$ cat src/rtl/id_stage_pipe_if.sv
// Fetch-to-decode and decode-to-EX signal bundle of the ID stage.
// The slave modport is the stage itself; the master modport is its environment.
interface id_stage_pipe_if #(
  parameter int XLEN = 64
);
  logic            flush_i;
  logic            if_valid_i;
  logic            id_ready_o;
  logic [XLEN-1:0] if_pc_i;
  logic [31:0]     if_instr_i;
  logic [4:0]      id_rs1_idx_o;
  logic [4:0]      id_rs2_idx_o;
  logic [XLEN-1:0] rf_rs1_rdata_i;
  logic [XLEN-1:0] rf_rs2_rdata_i;
  logic            id_valid_o;
  logic            ex_ready_i;
  logic [XLEN-1:0] id_pc_o;
  logic [11:0]     id_opcode_info_o;
  logic [17:0]     id_alu_info_o;
  logic [5:0]      id_branch_info_o;
  logic [10:0]     id_ld_st_info_o;
  logic [5:0]      id_csr_info_o;
  logic [11:0]     id_csr_idx_o;
  logic [XLEN-1:0] id_rs1_rdata_o;
  logic [XLEN-1:0] id_rs2_rdata_o;
  logic [XLEN-1:0] id_imm_o;
  logic            id_rd_wen_o;
  logic [4:0]      id_rd_idx_o;
  logic [3:0]      id_excp_o;

  modport master (
    output flush_i, if_valid_i, if_pc_i, if_instr_i, rf_rs1_rdata_i, rf_rs2_rdata_i, ex_ready_i,
    input  id_ready_o, id_rs1_idx_o, id_rs2_idx_o, id_valid_o, id_pc_o, id_opcode_info_o,
           id_alu_info_o, id_branch_info_o, id_ld_st_info_o, id_csr_info_o, id_csr_idx_o,
           id_rs1_rdata_o, id_rs2_rdata_o, id_imm_o, id_rd_wen_o, id_rd_idx_o, id_excp_o
  );

  modport slave (
    input  flush_i, if_valid_i, if_pc_i, if_instr_i, rf_rs1_rdata_i, rf_rs2_rdata_i, ex_ready_i,
    output id_ready_o, id_rs1_idx_o, id_rs2_idx_o, id_valid_o, id_pc_o, id_opcode_info_o,
           id_alu_info_o, id_branch_info_o, id_ld_st_info_o, id_csr_info_o, id_csr_idx_o,
           id_rs1_rdata_o, id_rs2_rdata_o, id_imm_o, id_rd_wen_o, id_rd_idx_o, id_excp_o
  );
endinterface

$ cat src/rtl/id_stage_pipe.sv
// Instruction decode stage: RV32I/RV64I (+M) decode into a two-entry skid buffer,
// so the upstream ready is a plain flop and never looks at ex_ready_i.
module id_stage_pipe #(
  parameter int XLEN  = 64,
  parameter int M_EXT = 1
) (
  input logic            clk,
  input logic            rst_n,
  id_stage_pipe_if.slave bus
);
  localparam bit RV64  = (XLEN == 64);
  localparam bit HAS_M = (M_EXT != 0);
  localparam logic [9:0] SUB = 10'b01_0000_0000;
  localparam logic [9:0] SRA = 10'b00_0000_0100;

  typedef enum logic [1:0] {EMPTY, ONE, FULL} state_e;

  typedef struct packed {
    logic [XLEN-1:0] pc;
    logic [11:0]     opcode;
    logic [17:0]     alu;
    logic [5:0]      branch;
    logic [10:0]     ldSt;
    logic [5:0]      csr;
    logic [11:0]     csrIdx;
    logic [XLEN-1:0] rs1;
    logic [XLEN-1:0] rs2;
    logic [XLEN-1:0] imm;
    logic            rdWen;
    logic [4:0]      rdIdx;
    logic [3:0]      excp;
  } bundle_t;

  // funct3 to {add,sub,sll,slt,sltu,xor,srl,sra,or,and} for funct7 = 0
  function automatic logic [9:0] baseOp(input logic [2:0] f);
    case (f)
      3'b000:  baseOp = 10'b10_0000_0000;
      3'b001:  baseOp = 10'b00_1000_0000;
      3'b010:  baseOp = 10'b00_0100_0000;
      3'b011:  baseOp = 10'b00_0010_0000;
      3'b100:  baseOp = 10'b00_0001_0000;
      3'b101:  baseOp = 10'b00_0000_1000;
      3'b110:  baseOp = 10'b00_0000_0010;
      default: baseOp = 10'b00_0000_0001;
    endcase
  endfunction

  logic [31:0] instr, immI, immS, immB, immJ, immU, imm32;
  logic [2:0]  f3;
  logic [6:0]  f7;
  logic        illegal, wen;
  bundle_t     decoded;

  assign instr = bus.if_instr_i;
  assign f3    = instr[14:12];
  assign f7    = instr[31:25];
  assign immI  = {{20{instr[31]}}, instr[31:20]};
  assign immS  = {{20{instr[31]}}, instr[31:25], instr[11:7]};
  assign immB  = {{20{instr[31]}}, instr[7], instr[30:25], instr[11:8], 1'b0};
  assign immJ  = {{12{instr[31]}}, instr[19:12], instr[20], instr[30:21], 1'b0};
  assign immU  = {instr[31:12], 12'b0};

  assign bus.id_rs1_idx_o = instr[19:15];
  assign bus.id_rs2_idx_o = instr[24:20];

  always_comb begin
    decoded = '0;
    imm32   = '0;
    illegal = 1'b0;
    wen     = 1'b1;
    case (instr[6:0])
      7'b0010011: begin
        decoded.opcode[11] = 1'b1;
        imm32 = immI;
        decoded.alu[17:8] = baseOp(f3);
        if (f3 == 3'b001) begin
          illegal = (instr[31:26] != 6'd0) || (!RV64 && instr[25]);
        end else if (f3 == 3'b101) begin
          if (instr[31:26] == 6'b010000) decoded.alu[17:8] = SRA;
          illegal = ((instr[31:26] != 6'd0) && (instr[31:26] != 6'b010000)) || (!RV64 && instr[25]);
        end
      end
      7'b0011011: begin
        decoded.opcode[10] = 1'b1;
        imm32 = immI;
        decoded.alu[17:8] = baseOp(f3);
        case (f3)
          3'b000: illegal = !RV64;
          3'b001: illegal = !RV64 || (f7 != 7'd0);
          3'b101: begin
            if (f7 == 7'b0100000) decoded.alu[17:8] = SRA;
            illegal = !RV64 || ((f7 != 7'd0) && (f7 != 7'b0100000));
          end
          default: illegal = 1'b1;
        endcase
      end
      7'b0110011, 7'b0111011: begin
        // instr[3] distinguishes the 32-bit *W register forms
        decoded.opcode[9] = ~instr[3];
        decoded.opcode[8] = instr[3];
        if (f7 == 7'b0000001) begin
          decoded.alu[{2'b00, 3'd7 - f3}] = 1'b1;
          illegal = !HAS_M || (instr[3] && (f3 inside {3'b001, 3'b010, 3'b011}));
        end else if (f7 == 7'd0) begin
          decoded.alu[17:8] = baseOp(f3);
          illegal = instr[3] && !(f3 inside {3'b000, 3'b001, 3'b101});
        end else if (f7 == 7'b0100000) begin
          decoded.alu[17:8] = (f3 == 3'b000) ? SUB : SRA;
          illegal = !(f3 inside {3'b000, 3'b101});
        end else begin
          illegal = 1'b1;
        end
        if (instr[3] && !RV64) illegal = 1'b1;
      end
      7'b1100011: begin
        decoded.opcode[7] = 1'b1;
        imm32 = immB;
        wen   = 1'b0;
        case (f3)
          3'b000:  decoded.branch = 6'b100000;
          3'b001:  decoded.branch = 6'b010000;
          3'b100:  decoded.branch = 6'b001000;
          3'b101:  decoded.branch = 6'b000100;
          3'b110:  decoded.branch = 6'b000010;
          3'b111:  decoded.branch = 6'b000001;
          default: illegal = 1'b1;
        endcase
      end
      7'b1101111: begin
        decoded.opcode[6] = 1'b1;
        imm32 = immJ;
      end
      7'b1100111: begin
        decoded.opcode[5] = 1'b1;
        imm32   = immI;
        illegal = (f3 != 3'b000);
      end
      7'b0000011: begin
        decoded.opcode[4] = 1'b1;
        imm32 = immI;
        decoded.ldSt[4'd10 - {1'b0, f3}] = 1'b1;
        illegal = (f3 == 3'b111) || (!RV64 && (f3 inside {3'b011, 3'b110}));
      end
      7'b0100011: begin
        decoded.opcode[3] = 1'b1;
        imm32 = immS;
        wen   = 1'b0;
        decoded.ldSt[{2'b00, 2'd3 - f3[1:0]}] = 1'b1;
        illegal = f3[2] || (!RV64 && (f3 == 3'b011));
      end
      7'b0110111: begin
        decoded.opcode[2] = 1'b1;
        imm32 = immU;
      end
      7'b0010111: begin
        decoded.opcode[1] = 1'b1;
        imm32 = immU;
      end
      7'b1110011: begin
        decoded.opcode[0] = 1'b1;
        case (f3)
          3'b000: begin
            wen = 1'b0;
            decoded.excp[2] = (instr == 32'h0000_0073);
            decoded.excp[1] = (instr == 32'h0010_0073);
            decoded.excp[0] = (instr == 32'h3020_0073);
            illegal = (decoded.excp[2:0] == 3'b000);
          end
          3'b001:  decoded.csr = 6'b100000;
          3'b010:  decoded.csr = 6'b010000;
          3'b011:  decoded.csr = 6'b001000;
          3'b101:  decoded.csr = 6'b000100;
          3'b110:  decoded.csr = 6'b000010;
          3'b111:  decoded.csr = 6'b000001;
          default: illegal = 1'b1;
        endcase
      end
      default: illegal = 1'b1;
    endcase
    if (illegal) begin
      decoded.opcode = '0;
      decoded.alu    = '0;
      decoded.branch = '0;
      decoded.ldSt   = '0;
      decoded.csr    = '0;
      decoded.excp   = 4'b1000;
      imm32          = '0;
      wen            = 1'b0;
    end
    decoded.pc     = bus.if_pc_i;
    decoded.rs1    = bus.rf_rs1_rdata_i;
    decoded.rs2    = bus.rf_rs2_rdata_i;
    decoded.csrIdx = instr[31:20];
    decoded.rdIdx  = instr[11:7];
    decoded.imm    = XLEN'($signed(imm32));
    decoded.rdWen  = wen;
  end

  state_e  state_q, state_d;
  logic    ready_q;
  bundle_t out_q, skd_q;
  logic    accept, fire, loadOut, loadSkd, skdToOut;

  assign accept = bus.if_valid_i & ready_q;
  assign fire   = (state_q != EMPTY) & bus.ex_ready_i;

  always_comb begin
    state_d  = state_q;
    loadOut  = 1'b0;
    loadSkd  = 1'b0;
    skdToOut = 1'b0;
    case (state_q)
      EMPTY: if (accept) begin
        loadOut = 1'b1;
        state_d = ONE;
      end
      ONE: begin
        if (accept && fire) begin
          loadOut = 1'b1;
        end else if (accept) begin
          loadSkd = 1'b1;
          state_d = FULL;
        end else if (fire) begin
          state_d = EMPTY;
        end
      end
      FULL: if (fire) begin
        skdToOut = 1'b1;
        state_d  = ONE;
      end
      default: state_d = EMPTY;
    endcase
    // a flush drops everything buffered plus the beat on the input this cycle
    if (bus.flush_i) begin
      state_d  = EMPTY;
      loadOut  = 1'b0;
      loadSkd  = 1'b0;
      skdToOut = 1'b0;
    end
  end

  always_ff @(posedge clk) begin
    if (!rst_n) begin
      state_q <= EMPTY;
      ready_q <= 1'b1;
      out_q   <= '0;
      skd_q   <= '0;
    end else begin
      state_q <= state_d;
      ready_q <= (state_d != FULL);
      if (loadOut) out_q <= decoded;
      else if (skdToOut) out_q <= skd_q;
      if (loadSkd) skd_q <= decoded;
    end
  end

  assign bus.id_ready_o       = ready_q;
  assign bus.id_valid_o       = (state_q != EMPTY);
  assign bus.id_pc_o          = out_q.pc;
  assign bus.id_opcode_info_o = out_q.opcode;
  assign bus.id_alu_info_o    = out_q.alu;
  assign bus.id_branch_info_o = out_q.branch;
  assign bus.id_ld_st_info_o  = out_q.ldSt;
  assign bus.id_csr_info_o    = out_q.csr;
  assign bus.id_csr_idx_o     = out_q.csrIdx;
  assign bus.id_rs1_rdata_o   = out_q.rs1;
  assign bus.id_rs2_rdata_o   = out_q.rs2;
  assign bus.id_imm_o         = out_q.imm;
  assign bus.id_rd_wen_o      = out_q.rdWen;
  assign bus.id_rd_idx_o      = out_q.rdIdx;
  assign bus.id_excp_o        = out_q.excp;
endmodule
$ cat src/flat_wrapper.sv
// flat-port wrapper written by rule: the top's interface ports become plain ports
module id_stage_pipe_flat 
#(
  parameter int XLEN  = 64,
  parameter int M_EXT = 1
)
  (clk, rst_n, bus_flush_i, bus_if_valid_i, bus_if_pc_i, bus_if_instr_i, bus_rf_rs1_rdata_i, bus_rf_rs2_rdata_i, bus_ex_ready_i, bus_id_ready_o, bus_id_rs1_idx_o, bus_id_rs2_idx_o, bus_id_valid_o, bus_id_pc_o, bus_id_opcode_info_o, bus_id_alu_info_o, bus_id_branch_info_o, bus_id_ld_st_info_o, bus_id_csr_info_o, bus_id_csr_idx_o, bus_id_rs1_rdata_o, bus_id_rs2_rdata_o, bus_id_imm_o, bus_id_rd_wen_o, bus_id_rd_idx_o, bus_id_excp_o);
  id_stage_pipe_if #(.XLEN(XLEN)) bus_i ();
  input logic clk;
  input logic rst_n;
  input wire logic [$bits(bus_i.flush_i)-1:0] bus_flush_i;
  input wire logic [$bits(bus_i.if_valid_i)-1:0] bus_if_valid_i;
  input wire logic [$bits(bus_i.if_pc_i)-1:0] bus_if_pc_i;
  input wire logic [$bits(bus_i.if_instr_i)-1:0] bus_if_instr_i;
  input wire logic [$bits(bus_i.rf_rs1_rdata_i)-1:0] bus_rf_rs1_rdata_i;
  input wire logic [$bits(bus_i.rf_rs2_rdata_i)-1:0] bus_rf_rs2_rdata_i;
  input wire logic [$bits(bus_i.ex_ready_i)-1:0] bus_ex_ready_i;
  output wire logic [$bits(bus_i.id_ready_o)-1:0] bus_id_ready_o;
  output wire logic [$bits(bus_i.id_rs1_idx_o)-1:0] bus_id_rs1_idx_o;
  output wire logic [$bits(bus_i.id_rs2_idx_o)-1:0] bus_id_rs2_idx_o;
  output wire logic [$bits(bus_i.id_valid_o)-1:0] bus_id_valid_o;
  output wire logic [$bits(bus_i.id_pc_o)-1:0] bus_id_pc_o;
  output wire logic [$bits(bus_i.id_opcode_info_o)-1:0] bus_id_opcode_info_o;
  output wire logic [$bits(bus_i.id_alu_info_o)-1:0] bus_id_alu_info_o;
  output wire logic [$bits(bus_i.id_branch_info_o)-1:0] bus_id_branch_info_o;
  output wire logic [$bits(bus_i.id_ld_st_info_o)-1:0] bus_id_ld_st_info_o;
  output wire logic [$bits(bus_i.id_csr_info_o)-1:0] bus_id_csr_info_o;
  output wire logic [$bits(bus_i.id_csr_idx_o)-1:0] bus_id_csr_idx_o;
  output wire logic [$bits(bus_i.id_rs1_rdata_o)-1:0] bus_id_rs1_rdata_o;
  output wire logic [$bits(bus_i.id_rs2_rdata_o)-1:0] bus_id_rs2_rdata_o;
  output wire logic [$bits(bus_i.id_imm_o)-1:0] bus_id_imm_o;
  output wire logic [$bits(bus_i.id_rd_wen_o)-1:0] bus_id_rd_wen_o;
  output wire logic [$bits(bus_i.id_rd_idx_o)-1:0] bus_id_rd_idx_o;
  output wire logic [$bits(bus_i.id_excp_o)-1:0] bus_id_excp_o;
  assign bus_i.flush_i = bus_flush_i;
  assign bus_i.if_valid_i = bus_if_valid_i;
  assign bus_i.if_pc_i = bus_if_pc_i;
  assign bus_i.if_instr_i = bus_if_instr_i;
  assign bus_i.rf_rs1_rdata_i = bus_rf_rs1_rdata_i;
  assign bus_i.rf_rs2_rdata_i = bus_rf_rs2_rdata_i;
  assign bus_i.ex_ready_i = bus_ex_ready_i;
  assign bus_id_ready_o = bus_i.id_ready_o;
  assign bus_id_rs1_idx_o = bus_i.id_rs1_idx_o;
  assign bus_id_rs2_idx_o = bus_i.id_rs2_idx_o;
  assign bus_id_valid_o = bus_i.id_valid_o;
  assign bus_id_pc_o = bus_i.id_pc_o;
  assign bus_id_opcode_info_o = bus_i.id_opcode_info_o;
  assign bus_id_alu_info_o = bus_i.id_alu_info_o;
  assign bus_id_branch_info_o = bus_i.id_branch_info_o;
  assign bus_id_ld_st_info_o = bus_i.id_ld_st_info_o;
  assign bus_id_csr_info_o = bus_i.id_csr_info_o;
  assign bus_id_csr_idx_o = bus_i.id_csr_idx_o;
  assign bus_id_rs1_rdata_o = bus_i.id_rs1_rdata_o;
  assign bus_id_rs2_rdata_o = bus_i.id_rs2_rdata_o;
  assign bus_id_imm_o = bus_i.id_imm_o;
  assign bus_id_rd_wen_o = bus_i.id_rd_wen_o;
  assign bus_id_rd_idx_o = bus_i.id_rd_idx_o;
  assign bus_id_excp_o = bus_i.id_excp_o;
  id_stage_pipe #(.XLEN(XLEN), .M_EXT(M_EXT)) u_core (.clk(clk), .rst_n(rst_n), .bus(bus_i));
endmodule
$ cat config.mk
export PLATFORM = sky130hd
export DESIGN_NAME = id_stage_pipe_flat
export DESIGN_NICKNAME = d
export VERILOG_FILES = /design/src/rtl/id_stage_pipe_if.sv /design/src/rtl/id_stage_pipe.sv /design/src/flat_wrapper.sv
export SDC_FILE = /design/constraint.sdc
export NUM_CORES = 1
export LEC_CHECK = 0
export CAP_MARGIN = 10
export CORE_MARGIN = 2
export CORE_UTILIZATION = 40
export DETAILED_ROUTE_END_ITERATION = 6
export HOLD_SLACK_MARGIN = 0.02
export PLACE_DENSITY = 0.66
export SKIP_LAST_GASP = 1
export SLEW_MARGIN = 10
export SYNTH_ARGS = -nofsm -noshare
export SYNTH_HDL_FRONTEND = slang
export SYNTH_SLANG_ARGS = --single-unit
$ cat constraint.sdc
create_clock -name clk -period 3.4 [get_ports clk]
set_input_delay 0.85 -clock clk [delete_from_list [all_inputs] [get_ports clk]]
set_output_delay 0.85 -clock clk [all_outputs]
set_load 0.01 [all_outputs]
==> summary.txt <==
Layout
  – Most common cell after layout, fill and taps aside: nand2_1
  – Multi-input gate area in the final layout: 10900 sq um
  – Most frequent cells in the layout: nand2_1 (989), dfxtp_1 (601), clkdlybuf4s50_1 (571), a21oi_1 (283), nor2_1 (242)
  – Seq. cell area: 12000 sq um
  – Synth-to-layout area growth: 37.0%
  – Share of layout cells above drive strength 1: 7.87%
  – NumNets Final: 3737
  – Final core utilization: 55.3%
  – Filler cell count: 5510

Floorplan
  – Die footprint: 62800 sq um
  – Starting Density: 40.4%
  – Area of the core: 60200 sq um
  – Die Width: 251 um
  – Rows: 90
  – Die height: 251 um
  – I/O Pins: 572

Worst setup path
  – FF-to-FF Start: u_core.state_q[1]$_SDFF_PN0_
  – R2R Path End: u_core.skd_q[259]$_SDFFE_PN0P_
  – R2R Setup Slk: 1060 ps
  – Worst setup SP type: primary input
  – CP Cell Sequence: clkdlybuf4s50_1, buf_4, clkdlybuf4s50_1
  – Slowest CP cell: clkdlybuf4s50_1
  – Max stage delay on crit path: 610 ps
  – CP endpoint kind: output pin
  – Worst EP required: 2550 ps
  – Top cell by count, worst path: clkdlybuf4s50_1
  – Worst Path Arrival: 2250 ps
  – CP max FO: 5
  – Cell count along the critical path: 3
  – Buf/Inv on CP: 3
  – Worst Reg-to-Reg Cells: 6
  – CP Class: in2out
  – Crit path launch: bus_if_instr_i[21]
  – Crit path max-delay family: buffers and inverters
  – Crit path to: bus_id_rs2_idx_o[1]

Routing
  – Max Used Layer: met5
  – First-pass DRT Iterations: 6
  – Vias: 23296
  – WL final: 83300 um
  – DR iter-0 viols: 1973
  – Vias/cell: 5.36
  – Met3 WL: 7020 um
  – Routed Antenna Nets: 0
  – Metal1 wirelength: 35000 um
  – Routed length per placed instance: 19.2 um
  – Met2 Wirelength: 38100 um
  – DRC Markers: 0

Placed design
  – Routability congestion estimate: 0.881
  – IO Port Bufs: 571
  – HPWL after DPL: 55800 um

Clock tree
  – Root buffer cell: clkbuf_16
  – CTS resizes: 0
  – CTS buffer count: 67
  – Clock sinks: 601
  – # H-tree levels: 3
  – Post-CTS Setup Bufs: 0
  – CTS tree: done
  – Clock Latency Late Sink: 600 ps
  – Worst-path clk slew: 60 ps
  – Max Root-Sink Buffers: 3
  – CTS Hold Bufs: 0

Pwr
  – Clock Power Share: 44.7%
  – Pwr/cell area: 489 nW/um^2
  – P_sw: 3900 uW
  – Lkg Pwr: 0.0113 uW
  – Sequential power share: 45.2%
  – Maximum vdd drop: 0.000450 V
  – Int Pwr: 12400 uW
  – Comb pwr share: 10.1%
  – Net Sw Frac: 23.9%

Timing
  – Max Clk Rate: 0.322 GHz
  – Clock Skews: 21.1 ps
  – Worst slew margin: 20.2%
  – Setup TNS: 0 ps
  – Final Hold Viols: 0
  – Worst-Margin Slew: 1190 ps
  – Finish-stage setup viols: 0
  – RSZ-0062 raised after global routing: no
  – Final min period: 3100 ps
  – Slew Limit Fails: 0
  – Final Cycle Share: 91.2%

Synthesis
  – Synth Net Count: 3272
  – Xor/xnor cell area share of the yosys netlist: 0.0360%
  – Synth Area in Adders: 0.0411%
  – #FFs+latches synth: 601
  – Mux cell area share after synthesis: 2.14%
  – Synth Cell Area: 24300 sq um
  – Synth Area in Compound Gates: 18.9%
  – Post-synth EDFFs: 0
  – Syn. warnings: 0
  – Avg Cell Area, Syn: 8.00 sq um
  – Ys flop type: dfxtp_1
  – Simple-gate area share of the yosys netlist: 23.6%
  – Mapped Cells: 3043
  – Largest family of logic cells by synthesized area: simple AND/OR/NAND/NOR gates
  – Async set or reset register ratio after synthesis: 0%
  – Seq/Total Area, Yosys: 49.4%
  – Unique masters post-synth: 78

Status
  – Run status: complete, no violations

Global route
  – Tot GR Track Use: 25.2%
  – First-pass GRT wire length: 126000 um
  – Antenna violations before repair: 12
  – GRT Residual Overflow: 0
  – Largest net degree at the start of global routing: 224
  – Vias in the first global route: 21243

Flow run
  – Max_cap viols: 0

Worst hold path
  – Worst min path class: reg2reg
## logic make-up (layout without fill, tap and decap cells)
family	count (synthesis)	in the layout
adder cells (fa/ha/maj)	1	1
buffers and inverters	317	832
flip-flops	601	601
XOR/XNOR	1	1
other	0	8
AO/OA/AOI/OAI	688	688
AND/OR/NAND/NOR	1383	1383
multiplexers	52	52
## worst min-delay path by stage
| stage | from | to | slack (ps) | depth (start not counted) |
|---|---|---|---|---|
| 5_1_grt | u_core.skd_q[242]$_SDFFE_PN0P_ | u_core.skd_q[242]$_SDFFE_PN0P_ | 460 | 2 |
| 4_1_cts | u_core.skd_q[264]$_SDFFE_PN0P_ | u_core.skd_q[264]$_SDFFE_PN0P_ | 450 | 2 |
| 2_1_floorplan | u_core.skd_q[264]$_SDFFE_PN0P_ | u_core.skd_q[264]$_SDFFE_PN0P_ | 420 | 2 |
| 3_5_place_dp | u_core.skd_q[264]$_SDFFE_PN0P_ | u_core.skd_q[264]$_SDFFE_PN0P_ | 440 | 2 |
| 3_3_place_gp | u_core.skd_q[264]$_SDFFE_PN0P_ | u_core.skd_q[264]$_SDFFE_PN0P_ | 430 | 2 |
| 6_report | u_core.skd_q[37]$_SDFFE_PN0P_ | u_core.skd_q[37]$_SDFFE_PN0P_ | 450 | 2 |
## layer usage
metal,GRT usage [%],vias to the layer above
met5,0,-
met4,10.5,8
met3,7.46,181
met2,39.3,820
met1,32.6,10923
li1,-,11364
## power groups by stage
stage | Combinational [uW] | Clock [uW] | Sequential (uW)
CTS | 1650 | 7430 | 7380
global placement | 1640 | 0 | 7530
global route | 1760 | 7710 | 7400
finish | 1650 | 7280 | 7380
detailed placement | 1640 | 0 | 7530
floorplan | 579 | 0 | 7590
## synthesized netlist by cell type (all sizes together) (9+ instances only)
master,number,area [sq um]
a21oi,283,1420
o2bb2ai,10,87.6
dfxtp,601,12000
a311oi,215,1880
mux2i,51,510
and3,13,81.3
or3,9,61.3
o21ai,60,300
nand4,14,118
a22oi,9,67.6
nor3,19,139
nand2,991,3720
a22o,10,87.6
buf,77,508
nor2,244,932
o22ai,45,282
nor4,9,77.6
nand3,39,243
clkbuf,234,878
## area by class of cell
cell class	count	area share, %
flip-flops and latches	601	36.1
multi-input cells	2125	32.8
repair buffers	707	21.4
clock buffers	103	6.05
well taps	782	2.94
clock inverters	16	0.597
inverters	6	0.0901
diodes	8	0.0601
## tightest hold or removal path, cell delays in order, from the launching register on
cell and delay (ps):
dfxtp_1 310, nand2_1 50, o21ai_1 50
## state kept, by name, indices dropped and copies added (netlist names)
register / count
u_core.bus.id_alu_info_o: 18
u_core.bus.id_rs1_rdata_o: 64
u_core.bus.id_imm_o: 32
u_core.state_q: 2
u_core.skd_q: 299
u_core.bus.id_ld_st_info_o: 11
u_core.bus.id_excp_o: 4
u_core.bus.id_branch_info_o: 6
u_core.bus.id_rd_wen_o: 1
u_core.bus.id_csr_info_o: 6
u_core.bus.id_rd_idx_o: 5
u_core.bus.id_pc_o: 64
u_core.bus.id_ready_o: 1
u_core.bus.id_opcode_info_o: 12
u_core.bus.id_rs2_rdata_o: 64
u_core.bus.id_csr_idx_o: 12
## per-stage QoR
step	instances	instance area [sq um]	hold WS (ps)	total power, uW	setup WS [ps]
floorplan	3043	24300	415	8170	701
global placement	4221	31100	430	9170	97.4
detailed placement	4221	31100	441	9170	72.4
CTS	4340	33300	449	16500	281
global route	4346	33300	462	16900	265
finish	4348	33300	449	16300	298
(Power assumes the default switching activity.)
